## config.mk

```make
export PLATFORM = sky130hd
export DESIGN_NAME = keypad_time_entry
export DESIGN_NICKNAME = d
export VERILOG_FILES = /design/src/rtl/keypad_time_entry.sv
export SDC_FILE = /design/constraint.sdc
export NUM_CORES = 1
export LEC_CHECK = 0
export CELL_PAD_IN_SITES_DETAIL_PLACEMENT = 1
export CELL_PAD_IN_SITES_GLOBAL_PLACEMENT = 2
export CORE_UTILIZATION = 42
export CTS_BUF_LIST = sky130_fd_sc_hd__clkbuf_4
export CTS_CLUSTER_SIZE = 16
export DETAILED_ROUTE_END_ITERATION = 8
export DONT_BUFFER_PORTS = 1
export PLACE_DENSITY_LB_ADDON = 0.1
export SLEW_MARGIN = 20
export SYNTH_ARGS = -nofsm -noshare
export SYNTH_HDL_FRONTEND = slang
export SYNTH_SLANG_ARGS = --single-unit
export TNS_END_PERCENT = 10
```

## constraint.sdc

```tcl
create_clock -name clock -period 2.8 [get_ports clock]
set_input_delay 0.28 -clock clock [delete_from_list [all_inputs] [get_ports clock]]
set_output_delay 0.28 -clock clock [all_outputs]
set_load 0.005 [all_outputs]
```

## src/rtl/keypad_time_entry.sv

```systemverilog
// Keypad time-entry front end for the microwave countdown chain: collects BCD
// keypresses into an mm:ss buffer, normalizes seconds, and issues a load pulse.
module keypad_time_entry #(
    parameter int MAX_DIGITS = 4
) (
    input  logic       clock,
    input  logic       clear,
    input  logic       digit_valid,
    input  logic [3:0] digit,
    input  logic       commit,
    input  logic       cancel,
    input  logic       timer_running,
    output logic [3:0] min_tens,
    output logic [3:0] min_units,
    output logic [3:0] sec_tens,
    output logic [3:0] sec_units,
    output logic [2:0] digit_count,
    output logic       loadn,
    output logic       busy,
    output logic       err
);

    typedef enum logic [1:0] {ENTRY, NORM, LOAD} state_t;

    localparam logic [2:0] MAX_CNT = 3'(MAX_DIGITS);

    state_t     state_q, state_d;
    logic [3:0] min_tens_q, min_tens_d;
    logic [3:0] min_units_q, min_units_d;
    logic [3:0] sec_tens_q, sec_tens_d;
    logic [3:0] sec_units_q, sec_units_d;
    logic [2:0] count_q, count_d;
    logic       loadn_q, loadn_d;
    logic       busy_q, busy_d;
    logic       err_q, err_d;

    always_comb begin
        state_d     = state_q;
        min_tens_d  = min_tens_q;
        min_units_d = min_units_q;
        sec_tens_d  = sec_tens_q;
        sec_units_d = sec_units_q;
        count_d     = count_q;
        err_d       = 1'b0;

        case (state_q)
            ENTRY: begin
                if (cancel) begin
                    min_tens_d  = 4'd0;
                    min_units_d = 4'd0;
                    sec_tens_d  = 4'd0;
                    sec_units_d = 4'd0;
                    count_d     = 3'd0;
                end else if (commit) begin
                    if (count_q != 3'd0 && !timer_running) begin
                        state_d = NORM;
                    end else begin
                        err_d = 1'b1;
                    end
                    // A digit arriving with commit is dropped and flagged.
                    if (digit_valid) begin
                        err_d = 1'b1;
                    end
                end else if (digit_valid) begin
                    if (digit <= 4'd9 && count_q < MAX_CNT && !timer_running) begin
                        min_tens_d  = min_units_q;
                        min_units_d = sec_tens_q;
                        sec_tens_d  = sec_units_q;
                        sec_units_d = digit;
                        count_d     = count_q + 3'd1;
                    end else begin
                        err_d = 1'b1;
                    end
                end
            end
            NORM: begin
                err_d = digit_valid | commit;
                if (cancel) begin
                    min_tens_d  = 4'd0;
                    min_units_d = 4'd0;
                    sec_tens_d  = 4'd0;
                    sec_units_d = 4'd0;
                    count_d     = 3'd0;
                    err_d       = 1'b0;
                    state_d     = ENTRY;
                end else if (timer_running) begin
                    err_d   = 1'b1;
                    state_d = ENTRY;
                end else begin
                    // Fold 60..99 seconds into one extra minute, saturating at 99:59.
                    if (sec_tens_q >= 4'd6) begin
                        if (min_tens_q == 4'd9 && min_units_q == 4'd9) begin
                            sec_tens_d  = 4'd5;
                            sec_units_d = 4'd9;
                        end else begin
                            sec_tens_d = sec_tens_q - 4'd6;
                            if (min_units_q == 4'd9) begin
                                min_units_d = 4'd0;
                                min_tens_d  = min_tens_q + 4'd1;
                            end else begin
                                min_units_d = min_units_q + 4'd1;
                            end
                        end
                    end
                    state_d = LOAD;
                end
            end
            LOAD: begin
                err_d       = digit_valid | commit;
                min_tens_d  = 4'd0;
                min_units_d = 4'd0;
                sec_tens_d  = 4'd0;
                sec_units_d = 4'd0;
                count_d     = 3'd0;
                state_d     = ENTRY;
            end
            default: begin
                state_d = ENTRY;
            end
        endcase

        loadn_d = (state_d != LOAD);
        busy_d  = (state_d != ENTRY);
    end

    always_ff @(posedge clock) begin
        if (clear) begin
            state_q     <= ENTRY;
            min_tens_q  <= 4'd0;
            min_units_q <= 4'd0;
            sec_tens_q  <= 4'd0;
            sec_units_q <= 4'd0;
            count_q     <= 3'd0;
            loadn_q     <= 1'b1;
            busy_q      <= 1'b0;
            err_q       <= 1'b0;
        end else begin
            state_q     <= state_d;
            min_tens_q  <= min_tens_d;
            min_units_q <= min_units_d;
            sec_tens_q  <= sec_tens_d;
            sec_units_q <= sec_units_d;
            count_q     <= count_d;
            loadn_q     <= loadn_d;
            busy_q      <= busy_d;
            err_q       <= err_d;
        end
    end

    assign min_tens    = min_tens_q;
    assign min_units   = min_units_q;
    assign sec_tens    = sec_tens_q;
    assign sec_units   = sec_units_q;
    assign digit_count = count_q;
    assign loadn       = loadn_q;
    assign busy        = busy_q;
    assign err         = err_q;

endmodule

```

### Word level (Yosys, flattened, before mapping)

Cells that the tools add are included.

* output and inout bits: 22
* latch bits: 0
* memory bits (writable): 0
* memories kept: 0
* register bits after elaboration: 24
* bits in read-only memories: 0

* shift-type cells: 0
* bitwise operators: 1
* reduce and logical (&&, ||, !) cells: 14
* multiply operators: 0
* mux-type cells: 59
* div/mod/pow operators: 0
* magnitude comparators: 3
* add/sub/neg operators: 4
* equal/unequal tests: 14

Operators by type and width (number)
* $mux 4: 34
* $pmux 4 s3: 4
* $ne 3x3->1 const B: 8
* $mux 3: 5
* $reduce_and 7->1: 2
* $mux 2: 5
* $pmux 3 s3: 1
* $add 4x1->4 const B: 2
* $eq 4x4->1 const B: 2
* $mux 1: 8
* $reduce_and 8->1: 1
* $reduce_and 6->1: 1
* $reduce_bool 3->1: 2
* $reduce_and 5->1: 1
* $ge 4x3->1 const B: 1
* $le 4x4->1 const B: 1
* $logic_and 1x1->1: 4
* $ne 2x2->1 const B: 2
* $pmux 2 s2: 1
* $sub 4x3->4 const B: 1
* $add 3x1->3 const B: 1
* $lt 3x3->1 const B: 1
* $pmux 1 s3: 1
* $eq 2x1->1 const B: 1
* 5 further kinds: 5

### Longest topological paths before layout

Gate-level depths: netlist of the first run.

* depth after elaboration: 8
* mapped depth: 8

### Worst setup path before layout of the first run

OpenSTA, ideal clock, no wires.

* path type: reg-to-reg
* start: register state_q[0]
* end: register sec_tens_q[2] (netlist: sec_tens[2])
* arrival: 1.606 ns
* slack: 1.103 ns
* cell stages (with the launch flop): 7
* buffers on the path: 1
* data required time: 2.709 ns
* library setup time: 0.091 ns
* path through: dfxtp_1 -> inv_1 -> ha_1 -> nor2_1 -> clkbuf_1 -> a2bb2oi_1 -> a311oi_1

* cells in the longest elaborated chain, start to end: 3
* elaborated cells between the ends (all ways): 11
* classes of those cells: eq/ne (7); mux (1); reduce/logical (3)

RTL lines
* start: declaration: line 27 `state_t state_q, state_d;`
* start signal: assignment: line 138 `state_q <= state_d;`
* $eq 2x1->1 (tied with other cells): line 46 `case (state_q)`
* $ne 3x3->1 (no source line) or $reduce_bool 3->1 (tied branches)
* $reduce_and 6->1 (no source line)
* end signal: assignment: line 141 `sec_tens_q <= sec_tens_d;`
* end: declaration: line 30 `logic [3:0] sec_tens_q, sec_tens_d;`

Parallel ways exist; a longest one is shown, timed or not.
A chain may end at the register's enable or synchronous reset.

### Final worst setup path of the first run

* start: register state_q[1]
* end: register sec_units_q[3] (netlist: sec_units[3])

* cells in the longest elaborated chain, start to end: 3
* elaborated cells between the ends (all ways): 12
* classes of those cells: eq/ne (8); mux (1); reduce/logical (3)

RTL lines
* $eq 2x1->1 (tied with other cells): line 46
* $ne 3x3->1 (no source line) or $reduce_bool 3->1 (tied branches)
* $reduce_and 7->1 (no source line)
* end signal: assignment: line 142 `sec_units_q <= sec_units_d;`
* end: declaration: line 31 `logic [3:0] sec_units_q, sec_units_d;`

Parallel ways exist; a longest one is shown, timed or not.

==> metrics.md, run 1 <==
| Metric | Value |
|---|---|
| Total GRT Usage | `23.5%` |
| Fin Setup TNS | `0 ps` |
| CTS tree | `yes` |
| Wire length per cell | `19.8 um` |
| Cts hold-fix bufs | `1` |
| DRT iter0 DRCs | `67` |
| Hpwl dp | `3230 um` |
| Die area | `0.00394 mm2` |
| CP Capture Type | `register` |
| Cell row count | `21` |
| Core area | `0.00344 mm2` |
| Largest net degree at the start of global routing | `19` |
| Register area | `480 um2` |
| Placer Congestion | `0.814` |
| Distinct cell type count after synthesis | `44` |
| Min cycle time layout | `2070 ps` |
| Highest clock rate | `0.482 GHz` |
| Final clock period utilization by the worst path | `74.1%` |
| Clk slew on worst S/H paths | `150 ps` |
| Post-Syn Area | `0.00155 mm2` |
| Die Height | `62.8 um` |
| Post-synth EDFFs | `0` |
| Fraction of layout cells with a size suffix above 1 | `6.36%` |
| HP Class | `input pin to register` |
| PwrDens | `453 mW/mm2` |
| Via count | `1415` |
| Critical path startpoint category | `register` |
| DRT Wirelength | `4340 um` |
| WS Path Type | `register to register` |
| Post-Syn Nets | `198` |
| CP max FO | `14` |
| Status | `complete, no violations` |
| Final hold violation count | `0` |
| Ports | `32` |
| Antenna violations before repair | `0` |
| Most frequent cells in the layout | `24 x dfxtp_1, 19 x a21oi_1, 12 x inv_1` |
| Most common cell after layout, fill and taps aside | `dfxtp_1` |
| I/O Buffers | `0` |
| Die Width | `62.8 um` |
| Setup bufs post-CTS | `0` |
| Peak supply drop | `0.241 mV` |
| Rel. slew slack | `51.5%` |
| MaxCap Viol Count | `0` |
| Worst endpoint required time | `3020 ps` |
| Clock sinks | `24` |
| Post-route DRC | `0` |
| First-pass detailed-route iteration total | `4` |
| Slew Limit Fails | `0` |
| Avg Inst Size Synth | `8.76 um2` |
| Filler Cells Inserted | `416` |
| Worst Path Arrival | `2300 ps` |
| Vias in the first global route | `1440` |
| Global-route wire length before repair | `7330 um` |
| Static Leakage | `0.555 nW` |
| Num CTS Buffers | `3` |
| RSZ-0062 raised after global routing | `no` |
| Worst-Skew Late Latency | `330 ps` |
| Grt total ovfl | `0` |
| CTS Root Cell | `clkbuf_4` |
| H-tree depth | `1` |
| Register area share after synthesis | `31.0%` |
| Post-Syn Instances | `177` |
| Seq cells post-synth | `24` |
| Post-synth ARST share | `0%` |
| Pwr Total | `0.737 mW` |
| Post-route ant nets | `0` |
| Area occupied by multi-input gates | `958 um2` |
| CTS resizes | `0` |
| CTS Buffer Depth | `2` |
| Worst Skew | `20.8 ps` |
| Endpoints failing setup | `0` |
| Area delta synth->final | `5.08%` |
| Most used DFF post-synth | `dfxtp_1` |
| Slew @ Worst Pin | `728 ps` |
| Antenna fix cells | `0` |
| Nets | `195` |
| Warnings, synthesis | `0` |
| Vias per std cell | `6.46` |
| Starting density of the core | `45.0%` |
## layout make-up
class                      count  share of cell area [%]
sequential                    24                    29.5
tap                           46                    3.53
inverter                      12                    2.76
clock buffer                   3                    1.38
timing repair buffer           4                    2.15
clock inverter                 1                    1.84
multi-input combinational    129                    58.8
## final timing paths
path | cells after the start | start | to | slack, ps
worst max-delay path | 6 | state_q[1] | sec_units[3] | 730
worst min-delay path | 1 | clear | sec_units[3] | 10
worst max register to register | 6 | state_q[1] | sec_units[3] | 730
worst min register to register | 2 | sec_units[1] | sec_units[1] | 530
## synth_stat cells (all sizes together), types with 4 or more instances
master   count  share of area [%]
dfxtp       24                 31
a21oi       19                6.1
inv         12                2.9
ha          11                8.9
a211oi       8                3.9
buf          8                3.3
nor3         8                2.9
nor2         7                1.7
o21ai        7                2.3
a2111oi      6                3.4
nand2b       6                2.4
a311oi       5                2.8
nand2        5                1.2
nand4        5                2.0
o32ai        5                2.8
a32oi        4                2.7
clkbuf       4               0.97
## logic make-up (layout without fill, tap and decap cells)
group	count (synthesis)	after routing	synth area share, %
buffers and inverters	24	20	7.18
and+or+nand+nor	46	46	17.0
AOI/OAI and AO/OA	70	70	34.8
adders and majority gates	11	11	8.88
xor gates and xnor gates	2	2	1.13
DFF	24	24	31.0
## where the power goes
part | switching [mW] | internal, mW
Combinational | 0.0584 | 0.0405
Clock | 0.111 | 0.145
Sequential | 0.0238 | 0.358
Total | 0.194 | 0.544
## metal layers
metal	wire length (um)	track usage, %	vias to the layer above
met5	0	0	-
met1	1870	28.4	702
met3	171	3.47	4
met4	31	6.10	0
li1	-	-	677
met2	2270	42.8	32
## worst max-delay path, stage by stage (launching register included)
cell       delay, ps
dfxtp_1          400
inv_1             80
ha_1             220
and2b_1          360
and2_1           350
a2111oi_0        480
nor3_1            90
## per-stage QoR
stage	cell area, um2	hold slack [ps]	instances	setup slack (ps)	utilization [%]
floorplan	1550	434	177	1100	-
global placement	1560	355	213	844	45.2
detailed placement	1560	356	213	736	45.2
CTS	1620	0.340	218	721	47.0
global route	1630	1.94	219	467	47.3
finish	1630	13.0	219	726	47.3
## sequential cells by signal, summed over array words and instances (netlist names)
signal,flops
sec_tens,4
sec_units,4
err,1
digit_count,3
min_units,4
min_tens,4
busy,1
loadn,1
state_q,2
No activity file was read; power rests on OpenSTA's default activity.
==> inputs of run 2 (changes only) <==
- CORE_UTILIZATION: 42 -> 39
- clock period: 2.8 -> 1.97 ns (I/O delays scaled with it)
==> metrics.md, run 2 (synthesis results as in run 1) <==
| Metric | Value |
|---|---|
| Status | `finished with violations` |
| Violated checks | `negative hold slack` |
| PwrDens | `561 mW/mm2 (+24%)` |
| Most common cell after layout, fill and taps aside | `dfxtp_1` |
| Nets | `202 (+3.6%)` |
| Placer Congestion | `0.862 (+6.0%)` |
| Most frequent cells in the layout | `23 x dfxtp_1, 19 x a21oi_1, 12 x inv_1` |
| Final hold violation count | `1 (+1)` |
| Num CTS Buffers | `3 (unchanged)` |
| DRT Wirelength | `4520 um (+4.0%)` |
| Worst Path Arrival | `2070 ps (-230 ps)` |
| Highest clock rate | `0.546 GHz (+13%)` |
| Grt total ovfl | `0 (unchanged)` |
| H-tree depth | `1 (unchanged)` |
| CTS Buffer Depth | `2 (unchanged)` |
| Area delta synth->final | `8.96%` |
| HP Class | `input pin to register` |
| Hpwl dp | `3340 um (+3.5%)` |
| Largest net degree at the start of global routing | `24 (+5)` |
| Worst-path cell chain | `inv_1 -> ha_1 -> and3b_1 -> o41ai_4 -> a21oi_1 -> a311oi_1` |
| MaxCap Viol Count | `0 (unchanged)` |
| Clock sinks | `24 (unchanged)` |
| Die Width | `65.0 um (+3.6%)` |
| Die Height | `65.0 um (+3.6%)` |
| First-pass detailed-route iteration total | `4 (unchanged)` |
| Total GRT Usage | `23.5% (-0.026 points)` |
| Endpoints failing setup | `0 (unchanged)` |
| CTS tree | `yes` |
| Via count | `1457 (+3.0%)` |
| CTS Root Cell | `clkbuf_4` |
| Rel. slew slack | `38.6% (-13 points)` |
| Critical path startpoint category | `register` |
| Final clock period utilization by the worst path | `93.1% (+19 points)` |
| Post-route DRC | `0 (unchanged)` |
| Slowest CP cell | `o41ai_4` |
| CP max FO | `6 (-8)` |
| Pwr Total | `0.948 mW (+29%)` |
| Global-route wire length before repair | `7620 um (+4.0%)` |
| Peak supply drop | `0.205 mV (-15%)` |
| Antenna violations before repair | `0 (unchanged)` |
| RSZ-0062 raised after global routing | `yes` |
| Clk slew on worst S/H paths | `150 ps (about the same)` |
| WS Path Type | `register to register` |
| CP Buf/Inv Count | `1 (unchanged)` |
| Wire length per cell | `19.8 um (about the same)` |
| Vias per std cell | `6.39 (-1.1%)` |
| Slew @ Worst Pin | `918 ps (+191 ps)` |
| Cell row count | `22 (+4.8%)` |
| Worst-Skew Late Latency | `330 ps (about the same)` |
| Die area | `0.00423 mm2 (+7.4%)` |
| Vias in the first global route | `1445 (+0.35%)` |
| Worst endpoint required time | `2210 ps (-810 ps)` |
| Post-route ant nets | `0 (unchanged)` |
| Slew Limit Fails | `0 (unchanged)` |
| DRT iter0 DRCs | `46 (-31%)` |
| Core area | `0.00374 mm2 (+8.8%)` |
| Min cycle time layout | `1830 ps (-241 ps)` |
| Delay-heaviest family, CP | `compound AO/OA/AOI/OAI gates` |
| Fraction of layout cells with a size suffix above 1 | `11.7% (+5.3 points)` |
| Ports | `32 (unchanged)` |
| I/O Buffers | `0 (unchanged)` |
| Antenna fix cells | `0 (unchanged)` |
| Fin Hold WS | `-0.776 ps (-13.7 ps)` |
| Max incr delay on CP | `490 ps (about the same)` |
| Static Leakage | `0.587 nW (+5.7%)` |
| CP Capture Type | `register` |
| Fin Setup TNS | `0 ps (unchanged)` |
| Worst Skew | `16.5 ps (-4.21 ps)` |
| Starting density of the core | `41.4% (-3.6 points)` |
run 2: changes by cell type in the layout (fill, tap and decap cells not counted), sizes merged:
cell / before / now
clkinv: 0 / 1
bufinv: 1 / 0
buf: 2 / 9
run 2: stage by stage:
stage | setup slack, ps | cells | area (um2) | util, %
after floorplan | 273 | 177 | 1550 | -
after global placement | 78.4 | 222 | 1620 | 43.4
after detailed placement | 94.1 | 222 | 1620 | 43.4
after CTS | 31.4 | 228 | 1670 | 44.6
after global routing | -20.5 | 228 | 1690 | 45.1
final | 137 | 228 | 1690 | 45.1
run 2: path summary, 6_finish.rpt:
kind             startpoint  depth (start not counted)  slack [ps]             end
max reg2reg     min_tens[1]                          6         140     min_tens[2]
min                digit[1]                          2        -0.8    sec_units[1]
min reg2reg  digit_count[0]                          2         550  digit_count[0]
max             min_tens[1]                          6         140     min_tens[2]
run 2: layer usage:
layer | global-route usage, % | vias to the layer above | wire length (um)
met4 | 6.52 | 0 | 41
li1 | - | 691 | -
met3 | 4.23 | 4 | 232
met1 | 32.9 | 727 | 2140
met5 | 0 | - | 0
met2 | 36.5 | 35 | 2100
run 2: worst reg2reg max path: stages (launching register included):
cell and delay [ps]:
dfxtp_1 370, inv_1 50, ha_1 200, and3b_1 270, o41ai_4 490, a21oi_1 140, a311oi_1 240
run 2: where the power goes:
| group | switching (mW) | total (mW) | internal (mW) |
|---|---|---|---|
| Sequential | 0.0301 | 0.540 | 0.510 |
| Combinational | 0.0978 | 0.169 | 0.0709 |
| Clock | 0.165 | 0.240 | 0.0744 |
run 2: what timing repair did:
item / in CTS / in global routing
setup buffers: 0 / 0
hold buffers: 2 / 0
hold endpoints to repair: 24 / 0
resized for setup: 0 / 6
endpoints found under the setup margin: 0 / 16
run 2: layout make-up:
class	count	area (um2)
clock buffers	3	22.5
clock inverters	1	3.75
fillers	465	2050
inverters	12	45.0
multi-input cells	129	976
flip-flops and latches	24	482
well taps	48	60.1
repair buffers	11	100
==> variant: new RTL, flow settings as in run 2 <==
Add an input register stage for `clear`, `digit_valid`, `digit`, `commit`, `cancel` and `timer_running`; this delays them by one clock.
--- a/src/rtl/keypad_time_entry.sv
+++ b/src/rtl/keypad_time_entry.sv
@@ -24,6 +24,22 @@
 
     localparam logic [2:0] MAX_CNT = 3'(MAX_DIGITS);
 
+    logic clear_q;
+    logic digit_valid_q;
+    logic [3:0] digit_q;
+    logic commit_q;
+    logic cancel_q;
+    logic timer_running_q;
+
+    always_ff @(posedge clock) begin
+        clear_q         <= clear;
+        digit_valid_q   <= digit_valid;
+        digit_q         <= digit;
+        commit_q        <= commit;
+        cancel_q        <= cancel;
+        timer_running_q <= timer_running;
+    end
+
     state_t     state_q, state_d;
     logic [3:0] min_tens_q, min_tens_d;
     logic [3:0] min_units_q, min_units_d;
@@ -45,28 +61,28 @@
 
         case (state_q)
             ENTRY: begin
-                if (cancel) begin
+                if (cancel_q) begin
                     min_tens_d  = 4'd0;
                     min_units_d = 4'd0;
                     sec_tens_d  = 4'd0;
                     sec_units_d = 4'd0;
                     count_d     = 3'd0;
-                end else if (commit) begin
-                    if (count_q != 3'd0 && !timer_running) begin
+                end else if (commit_q) begin
+                    if (count_q != 3'd0 && !timer_running_q) begin
                         state_d = NORM;
                     end else begin
                         err_d = 1'b1;
                     end
                     // A digit arriving with commit is dropped and flagged.
-                    if (digit_valid) begin
+                    if (digit_valid_q) begin
                         err_d = 1'b1;
                     end
-                end else if (digit_valid) begin
-                    if (digit <= 4'd9 && count_q < MAX_CNT && !timer_running) begin
+                end else if (digit_valid_q) begin
+                    if (digit_q <= 4'd9 && count_q < MAX_CNT && !timer_running_q) begin
                         min_tens_d  = min_units_q;
                         min_units_d = sec_tens_q;
                         sec_tens_d  = sec_units_q;
-                        sec_units_d = digit;
+                        sec_units_d = digit_q;
                         count_d     = count_q + 3'd1;
                     end else begin
                         err_d = 1'b1;
@@ -74,8 +90,8 @@
                 end
             end
             NORM: begin
-                err_d = digit_valid | commit;
-                if (cancel) begin
+                err_d = digit_valid_q | commit_q;
+                if (cancel_q) begin
                     min_tens_d  = 4'd0;
                     min_units_d = 4'd0;
                     sec_tens_d  = 4'd0;
@@ -83,7 +99,7 @@
                     count_d     = 3'd0;
                     err_d       = 1'b0;
                     state_d     = ENTRY;
-                end else if (timer_running) begin
+                end else if (timer_running_q) begin
                     err_d   = 1'b1;
                     state_d = ENTRY;
                 end else begin
@@ -106,7 +122,7 @@
                 end
             end
             LOAD: begin
-                err_d       = digit_valid | commit;
+                err_d       = digit_valid_q | commit_q;
                 min_tens_d  = 4'd0;
                 min_units_d = 4'd0;
                 sec_tens_d  = 4'd0;
@@ -124,7 +140,7 @@
     end
 
     always_ff @(posedge clock) begin
-        if (clear) begin
+        if (clear_q) begin
             state_q     <= ENTRY;
             min_tens_q  <= 4'd0;
             min_units_q <= 4'd0;
Check against the original RTL: not equivalent (a bounded check fails within 4 cycles, from zero or initial values).
==> variant against run 2 <==
- wire length fell by 3.6%
- sequential cell count rose by 9
- critical endpoint unchanged
- area after synthesis rose by 1.9%
- worst hold slack improved by 0.40 ns
- highest routed layer unchanged
- setup slack improved by 0.0089 ns
- final area rose by 13%
- non-clock buffer count rose by 14
- clock skew fell by 0.011 ns
- total power rose by 41%
==> variant: results (changes against run 2) <==
stage;metric;value;unit;change
detailed_routing;DRC viols;0;;unchanged
placed_design;Cell Area, Placed;0.001715;mm^2;+5.6%
detailed_routing;routed vias;1448;;-0.62%
power_and_ir_drop;maximum vdd drop;0.3470;mV;+69%
global_routing;number of global-route vias before repair;1527;;+5.7%
synthesis;Compound-Gate Fraction of Synth Area;0.2201;;-0.1278
critical_path;delay-heaviest family, CP;simple AND/OR/NAND/NOR gates;;
placed_design;I/O Buffers;0;;unchanged
detailed_routing;initial drt markers;73;;+59%
sta;Max Clock Skew;0.005590;ns;-0.01095 ns
cells_and_area;share of cells above drive strength 1;0.1691;;+0.05242
clock_network;Reg clk slew, reported paths;0.11;ns;-0.04 ns
synthesis;synth warn;0;;unchanged
synthesis;count of cell types in the netlist;38;;-14%
critical_path;max incr delay on CP;0.39;ns;-0.10 ns
synthesis;Synth Area in Adders;0.08709;;-0.001687
synthesis;register area share after synthesis;0.4181;;+0.1081
placed_design;worst slack at placement;-0.02806;ns;-0.1222 ns
synthesis;post-synth net total;201;;+1.5%
synthesis;Synth area leaders;dfxtp_1 (42%), ha_1 (8.7%), a211oi_1 (5.2%);;
synthesis;XOR/XNOR Fraction of Synth Area;0.005542;;-0.005757
critical_path;crit-path max FO;7;;+1
clock_network;clk root buf;clkbuf_4;;
detailed_routing;drt pass-1 iters;4;;unchanged
placed_design;dpl cells;235;;+5.9%
cells_and_area;non-filler cells, final;255;;+12%
synthesis;Mapped Cells;180;;+1.7%
global_routing;largest net degree at the start of global routing;20;;-17%
clock_network;H-tree depth;2;;+1
placed_design;post-detail-place hpwl;3112;um;-6.9%
sta;Worst slew margin;0.5401;;+0.1544
placed_design;routability cong.;0.7974;;-7.5%
critical_path;slowest cell on the critical path;or3_1;;
global_routing;total track usage;0.2249;;-0.009614
power_and_ir_drop;Switching Fraction;0.2880;;-0.02128
clock_network;clock buffer depth;2;;unchanged
synthesis;post-synthesis mux area share;0.01267;;+0.01267
cells_and_area;# diodes;0;;unchanged
critical_path;WP data arrival;2.07;ns;about the same
cells_and_area;Layout Nets;227;;+12%
status;outcome;completed;;
detailed_routing;WL final;4357;um;-3.6%
power_and_ir_drop;Leak;0.7580;nW;+29%
clock_network;CTS Buf Count;5;;+2
global_routing;global-route wire length before repair;7314;um;-4.0%
synthesis;synth cell count leaders;dfxtp_1 (33), nor2_1 (20), a21oi_1 (14);;
[variant: changes by cell type in the layout (fill, tap and decap cells not counted), sizes merged, moves of 4 or more]
cell         before  now
a311oi            5    1
dfxtp            24   33
a2111oi           6    0
nand2             5    9
o21ai             7   12
nand3             1    8
nor2              7   20
o32ai             5    1
a21oi            19   14
dlygate4sd3       2    9
buf               9   16
[variant: final cells by class]
class / instances / area [um^2]
fill: 443 / 1862
inverter: 9 / 33.78
timing repair buffer: 25 / 210.2
clock inverter: 2 / 10.01
clock buffer: 6 / 45.04
tap: 48 / 60.06
sequential: 33 / 663.1
multi-input combinational: 132 / 887.1
[variant: power by group through the flow]
stage	Combinational [mW]	Sequential (mW)	Clock, mW
after floorplan	0.114	0.748	0
after global placement	0.170	0.752	0
after detailed placement	0.179	0.753	0
after CTS	0.197	0.738	0.394
after global routing	0.231	0.744	0.432
final	0.207	0.739	0.387
[variant: cells by family after synthesis]
| family | after synthesis |
|---|---|
| flops | 33 |
| simple gates | 64 |
| compound gates | 54 |
| mux | 2 |
| fa+ha+maj | 11 |
| xor+xnor | 1 |
| buf+inv | 15 |
[variant: path summary, 6_finish.rpt]
kind                                                from                   endpoint  slack [ns]  depth (start not counted)
worst max-delay path            min_tens[1]$_SDFFE_PP0P_   min_tens[2]$_SDFFE_PP0P_        0.15                          7
worst min-delay path                            digit[3]         digit_q[3]$_DFF_P_        0.40                          1
worst max register to register  min_tens[1]$_SDFFE_PP0P_   min_tens[2]$_SDFFE_PP0P_        0.15                          7
worst min register to register        digit_q[2]$_DFF_P_  sec_units[2]$_SDFFE_PP0P_        0.49                          2
[variant: worst reg2reg max path: stages, from the launching register on]
cell and delay, ns:
dfxtp_1 0.34, inv_1 0.06, ha_1 0.17, and3b_1 0.24
o21ai_1 0.19, nand4_1 0.29, or3_1 0.39, o31ai_1 0.07
[variant: timing repair]
item | 4_1_cts | 5_1_grt
endpoints found under the hold margin | 9 | 0
hold buffers | 9 | 0
endpoints found under the setup margin | 5 | 18
gates resized for setup | 3 | 8
buffers inserted | 1 | 2
pin swaps | 2 | 3
[variant: per-layer routing]
metal	GRT usage	wire length (um)	part of all wire	vias up
li1	-	-	-	706
met1	0.2833	1973	0.45	707
met2	0.3750	2158	0.50	30
met3	0.05903	187	0.043	5
met4	0.05978	37	0.0085	0
met5	0	0	0	-
